File: src/rtl/bram_chunk_drain_if.sv
// AXI4-Stream beat channel carrying one packed D2Q9 cell per beat.
interface bram_chunk_drain_if #(
  parameter int unsigned BEAT_W = 144
);
  logic [BEAT_W-1:0] tdata;
  logic              tvalid;
  logic              tready;
  logic              tlast;

  modport master (output tdata, output tvalid, output tlast, input tready);
  modport slave  (input tdata, input tvalid, input tlast, output tready);
endinterface

File: src/rtl/bram_chunk_drain.sv
// Drains a chunk of cells from the nine D2Q9 direction BRAMs (read in
// lock-step) and streams one packed cell per beat on an AXI4-Stream master.
// Optional build macro DRAIN_CHECKSUM_EN appends an XOR checksum beat.
module bram_chunk_drain #(
  parameter int unsigned ADDR_W  = 12,
  parameter int unsigned DATA_W  = 16,
  parameter int unsigned NUM_DIR = 9
) (
  input  logic                        m00_axis_aclk,
  input  logic                        m00_axis_aresetn,
  input  logic                        start,
  input  logic [ADDR_W-1:0]           base_addr,
  input  logic [ADDR_W:0]             cell_count,
  output logic                        busy,
  output logic                        done,
  output logic                        bram_rd_en,
  output logic [ADDR_W-1:0]           bram_addr,
  input  logic [NUM_DIR*DATA_W-1:0]   bram_rdata,
  bram_chunk_drain_if.master          m00_axis
);

  localparam int unsigned BEAT_W = NUM_DIR * DATA_W;
  localparam int unsigned CNT_W  = ADDR_W + 1;

  typedef enum logic [1:0] {
    S_IDLE  = 2'd0,
    S_READ  = 2'd1,
    S_DRAIN = 2'd2,
    S_DONE  = 2'd3
  } state_e;

  state_e             state_q, state_d;
  logic [ADDR_W-1:0]  ptr_q, ptr_d;
  logic [CNT_W-1:0]   issue_cnt_q, issue_cnt_d;
  logic [CNT_W-1:0]   accept_cnt_q, accept_cnt_d;
  logic               rvalid_q, rvalid_d;
  logic [1:0]         fifo_cnt_q, fifo_cnt_d;
  logic [BEAT_W-1:0]  head_q, head_d;
  logic [BEAT_W-1:0]  tail_q, tail_d;

`ifdef DRAIN_CHECKSUM_EN
  logic [BEAT_W-1:0]  csum_q, csum_d;
  logic               csum_sent_q, csum_sent_d;
`endif

  logic               tvalid_c;
  logic               pop_c;
  logic               room_c;
  logic               issue_c;
  logic               push_c;
  logic [BEAT_W-1:0]  push_data_c;

  // Handshake and read-credit terms; a read is allowed only if its data is
  // guaranteed a FIFO slot when it lands two cycles later.
  assign tvalid_c = (fifo_cnt_q != 2'd0);
  assign pop_c    = tvalid_c && m00_axis.tready;
  assign room_c   = (fifo_cnt_q + 2'(rvalid_q) - 2'(pop_c)) < 2'd2;
  assign issue_c  = (state_q == S_READ) && (issue_cnt_q != '0) && room_c;

  // State register.
  always_ff @(posedge m00_axis_aclk or negedge m00_axis_aresetn) begin
    if (!m00_axis_aresetn) begin
      state_q <= S_IDLE;
    end else begin
      state_q <= state_d;
    end
  end

  // Next-state logic.
  always_comb begin
    state_d = state_q;
    unique case (state_q)
      S_IDLE: begin
        if (start) begin
`ifdef DRAIN_CHECKSUM_EN
          state_d = (cell_count == '0) ? S_DRAIN : S_READ;
`else
          state_d = (cell_count == '0) ? S_DONE : S_READ;
`endif
        end
      end
      S_READ: begin
        if (issue_cnt_d == '0) begin
          state_d = S_DRAIN;
        end
      end
      S_DRAIN: begin
        if (accept_cnt_d == '0) begin
          state_d = S_DONE;
        end
      end
      S_DONE: begin
        state_d = S_IDLE;
      end
      default: begin
        state_d = S_IDLE;
      end
    endcase
  end

  // Datapath registers: read pointer, counters, read pipeline, skid FIFO.
  always_ff @(posedge m00_axis_aclk or negedge m00_axis_aresetn) begin
    if (!m00_axis_aresetn) begin
      ptr_q        <= '0;
      issue_cnt_q  <= '0;
      accept_cnt_q <= '0;
      rvalid_q     <= 1'b0;
      fifo_cnt_q   <= 2'd0;
      head_q       <= '0;
      tail_q       <= '0;
`ifdef DRAIN_CHECKSUM_EN
      csum_q       <= '0;
      csum_sent_q  <= 1'b0;
`endif
    end else begin
      ptr_q        <= ptr_d;
      issue_cnt_q  <= issue_cnt_d;
      accept_cnt_q <= accept_cnt_d;
      rvalid_q     <= rvalid_d;
      fifo_cnt_q   <= fifo_cnt_d;
      head_q       <= head_d;
      tail_q       <= tail_d;
`ifdef DRAIN_CHECKSUM_EN
      csum_q       <= csum_d;
      csum_sent_q  <= csum_sent_d;
`endif
    end
  end

  // Datapath next-values: chunk launch, read issue, FIFO push/pop.
  always_comb begin
    ptr_d        = ptr_q;
    issue_cnt_d  = issue_cnt_q;
    accept_cnt_d = accept_cnt_q;
    rvalid_d     = issue_c;
    fifo_cnt_d   = fifo_cnt_q;
    head_d       = head_q;
    tail_d       = tail_q;
    push_c       = rvalid_q;
    push_data_c  = bram_rdata;
`ifdef DRAIN_CHECKSUM_EN
    csum_d       = csum_q;
    csum_sent_d  = csum_sent_q;
`endif

    if ((state_q == S_IDLE) && start) begin
      ptr_d        = base_addr;
      issue_cnt_d  = cell_count;
`ifdef DRAIN_CHECKSUM_EN
      accept_cnt_d = cell_count + CNT_W'(1);
      csum_d       = '0;
      csum_sent_d  = 1'b0;
`else
      accept_cnt_d = cell_count;
`endif
    end

    if (issue_c) begin
      ptr_d       = ptr_q + ADDR_W'(1);
      issue_cnt_d = issue_cnt_q - CNT_W'(1);
    end

`ifdef DRAIN_CHECKSUM_EN
    // Fold every data beat into the checksum as it enters the FIFO, and
    // push the checksum once all data has landed and a slot is free.
    if (rvalid_q) begin
      csum_d = csum_q ^ bram_rdata;
    end
    if ((state_q == S_DRAIN) && !csum_sent_q && !rvalid_q &&
        (issue_cnt_q == '0) && ((fifo_cnt_q != 2'd2) || pop_c)) begin
      push_c      = 1'b1;
      push_data_c = csum_q;
      csum_sent_d = 1'b1;
    end
`endif

    if (pop_c) begin
      accept_cnt_d = accept_cnt_q - CNT_W'(1);
    end

    unique case (fifo_cnt_q)
      2'd0: begin
        if (push_c) begin
          head_d     = push_data_c;
          fifo_cnt_d = 2'd1;
        end
      end
      2'd1: begin
        if (push_c && pop_c) begin
          head_d = push_data_c;
        end else if (pop_c) begin
          fifo_cnt_d = 2'd0;
        end else if (push_c) begin
          tail_d     = push_data_c;
          fifo_cnt_d = 2'd2;
        end
      end
      2'd2: begin
        if (pop_c) begin
          head_d = tail_q;
          if (push_c) begin
            tail_d = push_data_c;
          end else begin
            fifo_cnt_d = 2'd1;
          end
        end
      end
      default: begin
        fifo_cnt_d = 2'd0;
      end
    endcase
  end

  // Output decode from registered state.
  always_comb begin
    busy            = (state_q == S_READ) || (state_q == S_DRAIN);
    done            = (state_q == S_DONE);
    bram_rd_en      = issue_c;
    bram_addr       = ptr_q;
    m00_axis.tvalid = tvalid_c;
    m00_axis.tdata  = head_q;
    m00_axis.tlast  = tvalid_c && (accept_cnt_q == CNT_W'(1));
  end

endmodule

File: src/flat_wrapper.sv
// flat-port wrapper written by rule: the top's interface ports become plain ports
module bram_chunk_drain_flat 
#(
  parameter int unsigned ADDR_W  = 12,
  parameter int unsigned DATA_W  = 16,
  parameter int unsigned NUM_DIR = 9
)
  (m00_axis_aclk, m00_axis_aresetn, start, base_addr, cell_count, busy, done, bram_rd_en, bram_addr, bram_rdata, m00_axis_tdata, m00_axis_tvalid, m00_axis_tlast, m00_axis_tready);
  bram_chunk_drain_if #(.BEAT_W((NUM_DIR * DATA_W))) m00_axis_i ();
  input  logic m00_axis_aclk;
  input  logic m00_axis_aresetn;
  input  logic start;
  input  logic [ADDR_W-1:0] base_addr;
  input  logic [ADDR_W:0] cell_count;
  output logic busy;
  output logic done;
  output logic bram_rd_en;
  output logic [ADDR_W-1:0] bram_addr;
  input  logic [NUM_DIR*DATA_W-1:0] bram_rdata;
  output wire logic [$bits(m00_axis_i.tdata)-1:0] m00_axis_tdata;
  output wire logic [$bits(m00_axis_i.tvalid)-1:0] m00_axis_tvalid;
  output wire logic [$bits(m00_axis_i.tlast)-1:0] m00_axis_tlast;
  input wire logic [$bits(m00_axis_i.tready)-1:0] m00_axis_tready;
  assign m00_axis_tdata = m00_axis_i.tdata;
  assign m00_axis_tvalid = m00_axis_i.tvalid;
  assign m00_axis_tlast = m00_axis_i.tlast;
  assign m00_axis_i.tready = m00_axis_tready;
  bram_chunk_drain #(.ADDR_W(ADDR_W), .DATA_W(DATA_W), .NUM_DIR(NUM_DIR)) u_core (.m00_axis_aclk(m00_axis_aclk), .m00_axis_aresetn(m00_axis_aresetn), .start(start), .base_addr(base_addr), .cell_count(cell_count), .busy(busy), .done(done), .bram_rd_en(bram_rd_en), .bram_addr(bram_addr), .bram_rdata(bram_rdata), .m00_axis(m00_axis_i));
endmodule
File: config.mk
export PLATFORM = sky130hd
export DESIGN_NAME = bram_chunk_drain_flat
export DESIGN_NICKNAME = d
export VERILOG_FILES = /design/src/rtl/bram_chunk_drain_if.sv /design/src/rtl/bram_chunk_drain.sv /design/src/flat_wrapper.sv
export SDC_FILE = /design/constraint.sdc
export NUM_CORES = 1
export LEC_CHECK = 0
export ABC_AREA = 1
export BUFFER_PORTS_ARGS = -buffer_cell sky130_fd_sc_hd__buf_2
export CORE_MARGIN = 2
export CORE_UTILIZATION = 41
export CTS_BUF_LIST = sky130_fd_sc_hd__clkbuf_4
export CTS_CLUSTER_SIZE = 8
export DETAILED_ROUTE_END_ITERATION = 16
export RECOVER_POWER = 25
export SETUP_SLACK_MARGIN = 0.1
export SYNTH_ARGS = -nofsm -noshare
export SYNTH_HDL_FRONTEND = slang
export SYNTH_SLANG_ARGS = --single-unit
export TNS_END_PERCENT = 10
File: constraint.sdc
create_clock -name m00_axis_aclk -period 2.81 [get_ports m00_axis_aclk]
set_input_delay 0.281 -clock m00_axis_aclk [delete_from_list [all_inputs] [get_ports m00_axis_aclk]]
set_output_delay 0.281 -clock m00_axis_aclk [all_outputs]
set_load 0.01 [all_outputs]
==> impl_metrics.tcl <==
set metrics [dict create \
    outcome "complete, but fails checks" \
    violations "capacitance limit, slew limit" \
    cp-end-kind "flop" \
    dr_total_vias 13400 \
    synth_edf_count 0 \
    place_ws_ps 174 \
    cts_buffers 93 \
    relSlewSlack -0.482 \
    crit_cells 15 \
    crit_chain "inv_1 -> ha_1 -> nand2_1 -> clkinvlp_4 -> nand2_1 -> o21ai_0 -> nand2_1 -> a21boi_1 -> nand2_1 -> nor2_1 -> nand3_1 -> a21oi_2 -> nand2_2 -> nand2_1 -> nand2_1" \
    irDropWorstVdd_mv 0.505 \
    crit_buf_inv 2 \
    synth_top_area_cell "dfrtp_1" \
    reg2reg_depth 15 \
    clk_latency_ps 810 \
    path_max_fanout 9 \
    finalCritPeriodShare 0.890 \
    port_buffers 333 \
    drt_iter0_markers 674 \
    area_growth_pct 34.2 \
    slowest_delay_ps 400 \
    io_pins 334 \
    crit_path_end "u_core.state_q[0]" \
    core_um2 36300 \
    crit_type "reg -> reg" \
    std_cell_rows 70 \
    final_common_cell "buf_2" \
    grt_pass1_wl_um 69600 \
    cts_max_path_buffers 3 \
    async_flop_share 1.00 \
    ys_ff_latch 331 \
    gp_congestion 0.904 \
    arrival_ps 3150 \
    grt_max_degree 115 \
    htreeDepth 3 \
    track_usage 0.226 \
    crit_path_frequent_cell "nand2_1" \
    setup_viol 0 \
    die_area_um2 38100 \
    gr-total-overflow 0 \
    start_util 0.412 \
    crit_path_start "u_core.state_q[0]" \
    cts_tree "done" \
    register_area_um2 8290 \
    ant_nets 0 \
    design_area_um2 20100 \
    synth_warnings 0 \
    hold_class "in -> reg" \
    placed_area_um2 17200 \
    avgSynthCellArea_um2 9.57 \
    nets 2280 \
    whs_path_depth 3 \
    cts.reportedPaths.clkPinSlew_ps 70 \
    synth.area.top_cells "dfrtp_1 55%, mux2_2 11%, nand2_1 7.5%" \
    fin_skew_ps 57.0 \
    maxCapViolCount 1 \
    multi_input_area_um2 6080 \
    post-route-drc-count 0 \
    rsz0062_at_grt "yes" \
    yosys_most_used_dff "dfrtp_1" \
    antenna_found_initial 4 \
    fillers 3260 \
    synth_top_area_frac 0.552 \
    cp_top_family "simple AND/OR/NAND/NOR gates" \
    max_freq_mhz 400 \
    drt-pass1-iter-count 5 \
    wl_um 43200 \
    drt-wirelength-per-cell_um 16.4 \
    power.density_nw_per_um2 1100 \
    syn-cell-area_um2 15000 \
    leakage_nw 9.51 \
    worst_slack_ps 310 \
    routed_via_density 5.10 \
    die-height_um 195 \
    worstMarginPinSlew_ps 2220 \
    fin_total_pwr_mw 22.1 \
    cts-root-buf "clkbuf_4" \
    die_w_um 195 \
    hold_viol_final 0 \
    critPathSlowestCell "dfrtp_1" \
    netlist_instances 1566 \
    hpwlAfterDp_um 27000 \
    period_minus_slack_ps 2500 \
    start_kind "flop" \
    ff2ff_setup_slack_ps 310 \
    drive_gt1_frac 0.313 \
    crit_required_ps 3460 \
    ys_seq_area_frac 0.552 \
    rr_endpoint "u_core.state_q[0]" \
    syn_nets 1748 \
    r2r_start "u_core.state_q[0]" \
    numClockSinks 331 \
    grt_pass1_vias 13500 \
    synth.distinct_cells 35 \
    finalMaxSlewViolations 75 \
    final_cell_mix "332 x buf_2, 330 x dfrtp_1, 297 x nand2_1" \
    setup_tns_ps 0 \
]
## cell usage after synthesis, types with 5 or more instances
cell type	number
o21ai_0	28
a31oi_1	145
nand2_1	300
buf_1	8
xor2_1	14
nand3_1	186
nand4_1	5
nor4_1	5
dfrtp_1	331
o211ai_1	6
ha_1	9
o221ai_1	6
buf_2	20
mux2_2	144
inv_1	52
nor2_1	195
clkbuf_1	75
nand2_2	6
## kinds of logic (layout without fill, tap and decap cells)
group,after synthesis,count (layout),synth area share
adders and majority gates,9,9,0.00751
buffers and inverters,164,753,0.0445
DFF,331,331,0.552
muxes,144,144,0.108
xor gates and xnor gates,17,17,0.00993
and+or+nand+nor,706,707,0.197
other,0,5,0
AOI/OAI and AO/OA,195,195,0.0808
## registers in the layout, summed over array words and instances, names as in the netlist
signal / cells
u_core.issue_cnt_q: 13
u_core.bram_addr: 12
u_core.state_q: 2
u_core.m00_axis.tdata: 144
u_core.push_c: 1
u_core.accept_cnt_q: 13
u_core.tail_q: 144
u_core.fifo_cnt_q: 2
## metal layers
| layer | GRT usage | up-vias | share of wire |
|---|---|---|---|
| li1 | - | 6457 | - |
| met1 | 0.283 | 6485 | 0.43 |
| met2 | 0.375 | 399 | 0.48 |
| met3 | 0.0632 | 79 | 0.069 |
| met4 | 0.0831 | 0 | 0.025 |
| met5 | 0 | - | 0 |
## how the worst min path moves through the flow
stage	start	to	slack (ps)
finish	bram_rdata[52]	u_core.tail_q[52]	250
detailed placement	m00_axis_aresetn	u_core.accept_cnt_q[6]	340
global route	bram_rdata[133]	u_core.tail_q[133]	180
floorplan	m00_axis_aresetn	u_core.accept_cnt_q[0]	-10
CTS	m00_axis_aresetn	u_core.accept_cnt_q[11]	40
global placement	m00_axis_aresetn	u_core.accept_cnt_q[12]	340
## repair_timing
item	CTS	global route
hold buffers	175	0
pin swaps	1	0
gates resized for setup	1	2
endpoints found under the setup margin	1	3
hold endpoints to repair	575	0
buffers inserted	1	3
cloned	1	1
## power breakdown
| group | internal [mW] | leakage (nW) | switching [mW] | total, mW |
|---|---|---|---|---|
| clock network | 2.21 | 0.660 | 2.06 | 4.27 |
| registers | 7.18 | 3.87 | 1.36 | 8.54 |
| logic | 3.91 | 4.98 | 5.40 | 9.31 |
## tightest hold or removal path: cells and delay by family
kind	cells	cell delay, ps
buffers and inverters	2	610
muxes	1	130
## metrics by stage
step,hold WS [ps],cells,utilization
5_1_grt,175,2628,0.553
2_1_floorplan,-14.6,1566,-
4_1_cts,40.2,2620,0.553
3_5_place_dp,340,2290,0.473
6_report,253,2629,0.553
3_3_place_gp,341,2290,0.473
## final cells by class
type                    count  area share
clock buffers             130      0.0485
well taps                 468      0.0291
inverters                  57      0.0109
multi-input cells        1072       0.302
repair buffers            542       0.190
clock inverters            23     0.00690
flip-flops and latches    331       0.412
repair inverters            1    0.000249
diodes                      5    0.000622
Power figures use the tool's default switching activity.
